## src/rtl/nfc_pkg.sv

```systemverilog
// nfc_pkg: shared FSM/sub-step encodings and limits for the NAND command/address latch sequencer.
package nfc_pkg;
   localparam int MaxAddrCount = 5;
   typedef enum logic [2:0] {StIdle, StCmd, StAddr, StCmd2, StTail} stateT;
   typedef enum logic [1:0] {StepIdle, StepSetup, StepWLow, StepWHigh} stepT;
   function automatic logic [2:0] clampAddrCount(input logic [2:0] count);
      return (count > 3'(MaxAddrCount)) ? 3'(MaxAddrCount) : count;
   endfunction
endpackage

```

## src/rtl/nfc_we_pulse_timer.sv

```systemverilog
// nfc_we_pulse_timer: SETUP/WLOW/WHIGH down-counter for one WE# byte phase, or a bare WHIGH hold for the tail.
module nfc_we_pulse_timer
   import nfc_pkg::*;
#(
   parameter int SetupCycles = 2,
   parameter int PulseCycles = 2
) (
   input  logic iSystemClock,
   input  logic iModuleReset,
   input  logic iLoadByte,
   input  logic iLoadTail,
   output stepT oStep,
   output logic oPhaseEnd
);
   stepT step;
   logic [7:0] count;
   always_ff @(posedge iSystemClock or posedge iModuleReset)
      if (iModuleReset) begin
         step <= StepIdle;
         count <= '0;
      end else if (iLoadByte) begin
         step <= StepSetup;
         count <= 8'(SetupCycles - 1);
      end else if (iLoadTail) begin
         step <= StepWHigh;
         count <= 8'(PulseCycles - 1);
      end else if (count != 8'd0) begin
         count <= count - 8'd1;
      end else if (step == StepSetup || step == StepWLow) begin
         step <= (step == StepSetup) ? StepWLow : StepWHigh;
         count <= 8'(PulseCycles - 1);
      end else begin
         step <= StepIdle;
      end
   assign oStep = step;
   assign oPhaseEnd = (step == StepWHigh) && (count == 8'd0);
endmodule

```

## src/rtl/nfc_cmd_addr_latch.sv

```systemverilog
// nfc_cmd_addr_latch: drives one NAND command + 0..5 address cycles onto the PHY with CLE/ALE/WE# timing.
// Build option NFC_CMDADDR_CMD2_EN adds iCommand2/iUseCmd2 and a second command phase before the tail.
module nfc_cmd_addr_latch
   import nfc_pkg::*;
#(
   parameter int NumberOfWays = 4,
   parameter int SetupCycles = 2,
   parameter int PulseCycles = 2
) (
   input  logic                      iSystemClock,
   input  logic                      iModuleReset,
   input  logic                      iStart,
   input  logic [NumberOfWays-1:0]   iTargetWay,
   input  logic [7:0]                iCommand,
   input  logic [2:0]                iAddrCount,
   input  logic [39:0]               iAddress,
`ifdef NFC_CMDADDR_CMD2_EN
   input  logic [7:0]                iCommand2,
   input  logic                      iUseCmd2,
`endif
   output logic                      oReady,
   output logic                      oDone,
   output logic                      oDQOutEnable,
   output logic [31:0]               oPO_DQ,
   output logic [2*NumberOfWays-1:0] oPO_ChipEnable,
   output logic [3:0]                oPO_WriteEnable,
   output logic [3:0]                oPO_CommandLatchEnable,
   output logic [3:0]                oPO_AddressLatchEnable,
   output logic [3:0]                oPO_ReadEnable
);
   stateT state, nextState, lastState;
   stepT step;
   logic phaseEnd, accept, loadByte, loadTail, byteCycle;
   logic [NumberOfWays-1:0] wayR, ceR;
   logic [7:0] cmdR, cmd2Byte, dqNext, dqR;
   logic [MaxAddrCount-1:0][7:0] addrR;
   logic [2:0] countR, index, nextIndex;
   logic weR, cleR, aleR;

   assign accept = iStart & oReady;

`ifdef NFC_CMDADDR_CMD2_EN
   logic [7:0] cmd2R;
   logic useCmd2R;
   always_ff @(posedge iSystemClock or posedge iModuleReset)
      if (iModuleReset) begin
         cmd2R <= '0;
         useCmd2R <= 1'b0;
      end else if (accept) begin
         cmd2R <= iCommand2;
         useCmd2R <= iUseCmd2;
      end
   assign cmd2Byte = cmd2R;
   assign lastState = useCmd2R ? StCmd2 : StTail;
`else
   assign cmd2Byte = 8'h00;
   assign lastState = StTail;
`endif

   nfc_we_pulse_timer #(
      .SetupCycles(SetupCycles),
      .PulseCycles(PulseCycles)
   ) weTimer (
      .iSystemClock(iSystemClock),
      .iModuleReset(iModuleReset),
      .iLoadByte(loadByte),
      .iLoadTail(loadTail),
      .oStep(step),
      .oPhaseEnd(phaseEnd)
   );

   always_ff @(posedge iSystemClock or posedge iModuleReset)
      if (iModuleReset) begin
         wayR <= '0;
         cmdR <= '0;
         addrR <= '0;
         countR <= '0;
      end else if (accept) begin
         wayR <= iTargetWay;
         cmdR <= iCommand;
         addrR <= iAddress;
         countR <= clampAddrCount(iAddrCount);
      end

   always_ff @(posedge iSystemClock or posedge iModuleReset)
      if (iModuleReset) begin
         state <= StIdle;
         index <= '0;
      end else begin
         state <= nextState;
         index <= nextIndex;
      end

   // The last byte phase (command with no address, or final address) hands over to lastState.
   always_comb begin
      nextState = state;
      nextIndex = index;
      loadByte = 1'b0;
      loadTail = 1'b0;
      case (state)
         StIdle:
            if (accept) begin
               nextState = StCmd;
               loadByte = 1'b1;
            end
         StCmd, StAddr:
            if (phaseEnd) begin
               if ((state == StCmd) ? (countR == 3'd0) : (index == countR - 3'd1)) begin
                  nextState = lastState;
                  loadByte = (lastState == StCmd2);
                  loadTail = (lastState == StTail);
               end else begin
                  nextState = StAddr;
                  nextIndex = (state == StCmd) ? 3'd0 : index + 3'd1;
                  loadByte = 1'b1;
               end
            end
`ifdef NFC_CMDADDR_CMD2_EN
         StCmd2:
            if (phaseEnd) begin
               nextState = StTail;
               loadTail = 1'b1;
            end
`endif
         StTail:
            if (phaseEnd) nextState = StIdle;
         default:
            nextState = StIdle;
      endcase
   end

   assign byteCycle = (state == StCmd) || (state == StAddr) || (state == StCmd2);
   assign dqNext = (state == StCmd) ? cmdR :
                   (state == StAddr) ? addrR[index] :
                   (state == StCmd2) ? cmd2Byte : 8'h00;

   // Pins trail the FSM by one register stage; oDone fires on the first IDLE cycle after a busy run.
   always_ff @(posedge iSystemClock or posedge iModuleReset)
      if (iModuleReset) begin
         oReady <= 1'b1;
         oDone <= 1'b0;
         oDQOutEnable <= 1'b0;
         ceR <= '1;
         weR <= 1'b1;
         cleR <= 1'b0;
         aleR <= 1'b0;
         dqR <= '0;
      end else begin
         oReady <= (state == StIdle) && !accept;
         oDone <= (state == StIdle) && !oReady;
         oDQOutEnable <= byteCycle;
         ceR <= accept ? ~iTargetWay : (state == StIdle) ? '1 : ~wayR;
         weR <= !(byteCycle && step == StepWLow);
         cleR <= (state == StCmd) || (state == StCmd2);
         aleR <= (state == StAddr);
         dqR <= dqNext;
      end

   assign oPO_DQ = {8'h00, dqR, 8'h00, dqR};
   assign oPO_ChipEnable = {ceR, ceR};
   assign oPO_WriteEnable = {2'b00, weR, weR};
   assign oPO_CommandLatchEnable = {2'b00, cleR, cleR};
   assign oPO_AddressLatchEnable = {2'b00, aleR, aleR};
   assign oPO_ReadEnable = 4'b0011;
endmodule

```

## config.mk

```make
export PLATFORM = sky130hd
export DESIGN_NAME = nfc_cmd_addr_latch
export DESIGN_NICKNAME = d
export VERILOG_FILES = /design/src/rtl/nfc_pkg.sv /design/src/rtl/nfc_we_pulse_timer.sv /design/src/rtl/nfc_cmd_addr_latch.sv
export SDC_FILE = /design/constraint.sdc
export NUM_CORES = 1
export LEC_CHECK = 0
export ABC_AREA = 1
export CAP_MARGIN = 30
export CELL_PAD_IN_SITES_DETAIL_PLACEMENT = 1
export CELL_PAD_IN_SITES_GLOBAL_PLACEMENT = 2
export CORE_UTILIZATION = 25
export CTS_BUF_LIST = sky130_fd_sc_hd__clkbuf_8 sky130_fd_sc_hd__clkbuf_16
export DETAILED_ROUTE_END_ITERATION = 10
export GPL_ROUTABILITY_DRIVEN = 0
export PLACE_DENSITY = 0.75
export SYNTH_ARGS = -nofsm -noshare
export SYNTH_HDL_FRONTEND = slang
export SYNTH_SLANG_ARGS = --single-unit
```

## constraint.sdc

```tcl
create_clock -name iSystemClock -period 2.4 [get_ports iSystemClock]
set_input_delay 0.24 -clock iSystemClock [delete_from_list [all_inputs] [get_ports iSystemClock]]
set_output_delay 0.24 -clock iSystemClock [all_outputs]
set_load 0.01 [all_outputs]
```

=== Word-level counts from Yosys, hierarchy flattened ===
Cells that the tools add are included.

* Bits in registers: 89
* Bits of input ports: 58
* Word-level logic and storage cells: 90

* $add $sub $neg: 3
* Magnitude comparators: 2
* Eq/ne operators: 12
* Muxes and demuxes: 30
* Bitwise operators: 4
* Reductions and logical operators: 19

{| class="wikitable"
|+ Operator list
! cell !! count
|-
| 2-to-1 mux 8 bit || 7
|-
| binary-select mux 8 bit (select 3 bit) || 1
|-
| 2-to-1 mux 3 bit || 6
|-
| case mux 3 bit (3 select lines) || 1
|-
| logical NOT 8 bit || 1
|-
| 2-to-1 mux 1 bit || 8
|-
| 2-to-1 mux 2 bit || 4
|-
| 2-to-1 mux 4 bit || 2
|-
| inverter 4 bit || 2
|-
| nonzero test 8 bit || 1
|-
| subtractor 8 x 1 -> 8 bit (second input constant) || 1
|-
| equality test 3 x 2 -> 1 bit (second input constant) || 2
|-
| logical NOT 3 bit || 2
|-
| inequality test 2 bit (second input constant) || 3
|-
| AND reduction 3 bit || 2
|-
| equality test 2 bit (second input constant) || 2
|-
| logical AND 1 bit || 4
|-
| logical OR 1 bit || 4
|-
| < comparator 3 x 4 -> 1 bit (second input constant) || 1
|-
| nonzero test 4 bit || 1
|-
| adder 3 x 1 -> 3 bit (second input constant) || 1
|-
| equality test 3 x 1 -> 1 bit (second input constant) || 1
|-
| equality test 3 bit || 1
|-
| equality test 3 bit (second input constant) || 1
|-
| 9 further kinds || 11
|}

=== Longest topological paths before layout ===
* Depth in word-level cells: 8
* Depth in mapped cells: 13
* Mapped depth without buffers: 13

=== Cells and area by module ===
From an unflattened synthesis, not the netlist that was laid out.

* Cells, all modules: 562
* Area, all modules: 4541.9 um^2

{| class="wikitable"
|+ Modules (own cells, without submodules)
! module !! times used !! cells an instance !! area an instance (um^2) !! sequential area each (um^2)
|-
| nfc_cmd_addr_latch || 1 || 480 || 3877.5 || 1984.4
|-
| nfc_we_pulse_timer || 1 || 82 || 664.4 || 250.2
|}

=== Least setup slack after synthesis ===
OpenSTA, ideal clock, no wires.

* Kind: flip-flop to flip-flop
* Start point: reg countR[0]
* End point: reg weTimer.count[0]
* Arrival: 1.481 ns
* Data required time: 2.281 ns
* Slack: 0.800 ns
* Cell stages (with the launch flop): 13
* Path buffers: 0
* Clock period less this slack: 1.600 ns
* Cell sequence: dfrtp_1 inv_1 ha_1 ha_1 inv_1 nand2_1 nand2_1 nor2_1 nand2_2 nand4_4 nand2_1 nor2_1 nand2_1

* Cells in the longest elaborated chain, start to end: 8
* Elaborated cells on any way between the ends: 13

{| class="wikitable"
|+ Ends and longest elaborated chain
! item !! line !! RTL
|-
| start, declared || nfc_cmd_addr_latch.sv:37 || <nowiki>logic [2:0] countR, index, nextIndex;</nowiki>
|-
| start signal, assigned || nfc_cmd_addr_latch.sv:82 || <nowiki>countR <= clampAddrCount(iAddrCount);</nowiki>
|-
| subtractor 3 x 1 -> 3 bit || nfc_cmd_addr_latch.sv:108 || <nowiki>if ((state == StCmd) ? (countR == 3'd0) : (index == countR - 3'd1)) begin</nowiki>
|-
| equality test 3 bit || nfc_cmd_addr_latch.sv:108 ||
|-
| 2-to-1 mux 1 bit * || nfc_cmd_addr_latch.sv:108 ||
|-
| 2-to-1 mux 1 bit || nfc_cmd_addr_latch.sv:108 ||
|-
| 2-to-1 mux 1 bit || nfc_cmd_addr_latch.sv:107 || <nowiki>if (phaseEnd) begin</nowiki>
|-
| 2-to-1 mux 1 bit || nfc_cmd_addr_latch.sv:100 || <nowiki>case (state)</nowiki>
|-
| 2-to-1 mux 8 bit || nfc_we_pulse_timer.sv:24 || <nowiki>end else if (iLoadTail) begin</nowiki>
|-
| 2-to-1 mux 8 bit || nfc_we_pulse_timer.sv:21 || <nowiki>end else if (iLoadByte) begin</nowiki>
|-
| end signal, assigned || nfc_we_pulse_timer.sv:23 || <nowiki>count <= 8'(SetupCycles - 1);</nowiki>
|-
| end signal, assigned || nfc_we_pulse_timer.sv:26 || <nowiki>count <= 8'(PulseCycles - 1);</nowiki>
|-
| end signal, assigned || nfc_we_pulse_timer.sv:28 || <nowiki>count <= count - 8'd1;</nowiki>
|-
| end, declared || nfc_we_pulse_timer.sv:16 || <nowiki>logic [7:0] count;</nowiki>
|}

Mark *: on every way between the ends. The rest lies on a longest branch, timed or not.
A chain may end at the register's enable or synchronous reset.

=== Worst setup path after layout ===
* Start point: reg weTimer.count[0]
* End point: reg weTimer.count[1]

* Cells in the longest elaborated chain, start to end: 6
* Elaborated cells on any way between the ends: 12

{| class="wikitable"
|+ Ends and longest elaborated chain
! item
|-
| branches (longest 6 deep; another with subtractor 8 x 1 -> 8 bit)
|}

Parallel ways; which one is timed is not known.

==> results_dict.tcl <==
set metrics [dict create \
    synth-warning-count 0 \
    cts-root-buf "clkbuf_16" \
    rsz0062_at_grt "no" \
    cap_violations 0 \
    ys_seq_area_share_pct 50.8 \
    core_area_um2 17200 \
    fill_cells 2004 \
    drt_pass1_iterations 4 \
    power.density_nw_per_um2 1210 \
    fin_area_um2 5660 \
    finalNonFillerCells 827 \
    outcome "finished clean" \
    met2WireLength_um 5310 \
    grt_antenna_before_repair 0 \
    syn_area_um2 4400 \
    cp-startpoint "weTimer.count[0]" \
    cts_buffer_depth 2 \
    start_kind "flop" \
    ys_ff_latch 89 \
    crit-reg2reg-capture "weTimer.count[1]" \
    power.leakage_uw 0.00274 \
    highest_layer "met4" \
    ios 117 \
    fp-row-count 48 \
    critPathRequiredTime_ns 2.64 \
    final_util_pct 32.8 \
    io_buffers 90 \
    drc 0 \
    postPlaceCellArea_um2 5370 \
    ff_latch_area_um2 2230 \
    grt_pass1_wl_um 18900 \
    cts_hold_buf 0 \
    cts_tree "built" \
    cts_sinks 89 \
    htree_levels 3 \
    setup_viol 0 \
    cts_setup_buffers 0 \
    tns_ns 0 \
    wl_per_cell_um 13.6 \
    wl_met1_um 5340 \
    vias 3490 \
    hold_violations 0 \
    grt_pass1_vias 3665 \
    endpoint "weTimer.count[1]" \
    clkSlewWorstSetupHoldPaths_ns 0.06 \
    slew_violations 0 \
    max_freq_mhz 568 \
    cts_buffers 9 \
    criticalPathCategory "flop to flop" \
    crit_path_end_kind "flop" \
    ff2ff_path_depth 10 \
    drt_wl_total_um 11300 \
    multiInputGateArea_um2 1710 \
    vias_per_cell 4.22 \
    wl_met3_um 472 \
    hpwl_um 8470 \
    fin_crit_ns 1.76 \
    syn_inst 526 \
    ant_nets 0 \
    fin_crit_sh_pct 73.4 \
    die_h_um 135 \
    r2r-start "weTimer.count[0]" \
    initial_core_util_pct 25.5 \
    grt_max_degree 57 \
    cts_resized 0 \
    insertion_delay_ns 0.35 \
    nets 663 \
    grt_overflow 0 \
    gr-usage-all-layers_pct 13.6 \
    drtIter0Drc 192 \
    die_x_um 135 \
    area_growth_pct 28.5 \
    avgSynthCellArea_um2 8.37 \
    hp-class "primary input to asynchronous set/reset pin" \
    diodes 0 \
    place_inst 811 \
    die_area_um2 18100 \
    cp_max_fo 12 \
    worstPathArrival_ns 2.00 \
    final_layout_size_suffix_gt1_share_pct 10.5 \
    hold_ws_ns 0.318 \
    ir_drop_mv 0.390 \
    fin_skew_ns 0.00840 \
    ys_types 33 \
    r2r_slack_ns 0.64 \
]
-- sequential cells by signal, indices dropped and copies added, names as in the netlist, 3 cells and up --
register,count
countR,3
dqR,8
wayR,4
index,3
state,3
addrR,40
ceR,4
cmdR,8
weTimer.count,8
-- layout make-up --
cell class              instances  area share, %
clock buffers                  10           4.22
clock inverters                 6          0.907
inverters                      39           2.70
multi-input cells             361           30.2
flip-flops and latches         89           39.5
well taps                     225           4.98
repair buffers                 97           17.5
-- critical path, cell delays in order, from the launching register on --
cell	delay, ns
dfrtp_1	0.36
inv_1	0.14
ha_1	0.17
nand3_1	0.10
nor2_2	0.11
buf_4	0.18
nand2_2	0.14
o22ai_4	0.24
inv_2	0.07
nand3_1	0.08
nand2_1	0.05
-- per-stage QoR --
stage	total power (uW)	setup WS, ns
6_report	6860	0.638
5_1_grt	7430	0.457
4_1_cts	6970	0.623
3_5_place_dp	5530	0.642
3_3_place_gp	5430	0.647
2_1_floorplan	4510	0.800
-- report_power, final --
part | internal (uW) | leakage [uW] | switching [uW] | total, uW
sequential | 2200 | 0.00111 | 396 | 2600
combinational | 1230 | 0.00148 | 1630 | 2860
clock | 821 | 0.000156 | 581 | 1400
-- cells by family (layout without fill, tap and decap cells) --
| group | count (synthesis) | count (layout) | synth area share [%] |
|---|---|---|---|
| buffers and inverters | 100 | 152 | 12.6 |
| adder cells (fa/ha/maj) | 8 | 8 | 2.27 |
| AO/OA/AOI/OAI | 38 | 38 | 5.60 |
| flip-flops | 89 | 89 | 50.8 |
| other | 2 | 26 | 0.171 |
| XOR/XNOR | 6 | 6 | 1.19 |
| AND/OR/NAND/NOR | 283 | 283 | 27.5 |
-- metal layers --
| layer | up-vias | track usage [%] |
|---|---|---|
| met5 | - | 0 |
| met4 | 0 | 4.87 |
| met3 | 11 | 2.67 |
| met2 | 81 | 21.9 |
| met1 | 1681 | 18.1 |
| li1 | 1717 | - |
-- cell usage after synthesis --
library cell / count / share of area (%)
clkinv_1: 2 / 0.17
o21ai_2: 1 / 0.20
buf_2: 5 / 0.57
nand4_4: 1 / 0.48
xnor2_1: 1 / 0.20
o22ai_4: 1 / 0.45
nand2_4: 2 / 0.51
or2_2: 2 / 0.28
ha_1: 8 / 2.3
nand4_1: 1 / 0.14
clkbuf_1: 6 / 0.51
buf_4: 45 / 7.7
nor2_2: 6 / 0.85
nand2_2: 4 / 0.57
o21ai_0: 26 / 3.0
dfrtp_1: 83 / 47
o211ai_1: 1 / 0.17
inv_4: 1 / 0.14
nand3_2: 2 / 0.45
nor2_1: 12 / 1.0
buf_1: 5 / 0.43
xor2_1: 5 / 0.99
nand3_1: 36 / 4.1
inv_1: 30 / 2.6
nor2_4: 1 / 0.26
inv_2: 6 / 0.51
nor3_1: 8 / 0.91
dfstp_2: 6 / 3.6
a22o_2: 7 / 1.6
nand2_1: 207 / 18
a21oi_1: 2 / 0.23
conb_1: 2 / 0.17
nor3_2: 1 / 0.23
-- cells in the final DEF (no fill, tap or decap), types with 7 or more instances in the layout --
cell / instances
conb_1: 26
clkdlybuf4s50_1: 90
inv_1: 32
nand3_1: 36
clkbuf_16: 9
a22o_2: 7
nor2_1: 12
nor3_1: 8
o21ai_0: 26
ha_1: 8
dfrtp_1: 83
nand2_1: 206
-- worst min-delay path by stage --
stage / depth (start not counted) / from / slack [ns] / end
after floorplan: 2 / iAddress[0] / 0.35 / addrR[0]
after global routing: 3 / iModuleReset / 0.36 / addrR[30]
final: 3 / iModuleReset / 0.32 / addrR[29]
after CTS: 3 / iModuleReset / 0.33 / addrR[39]
after global placement: 2 / wayR[1] / 0.46 / wayR[1]
after detailed placement: 2 / addrR[3] / 0.47 / addrR[3]
Power figures use the tool's default switching activity.
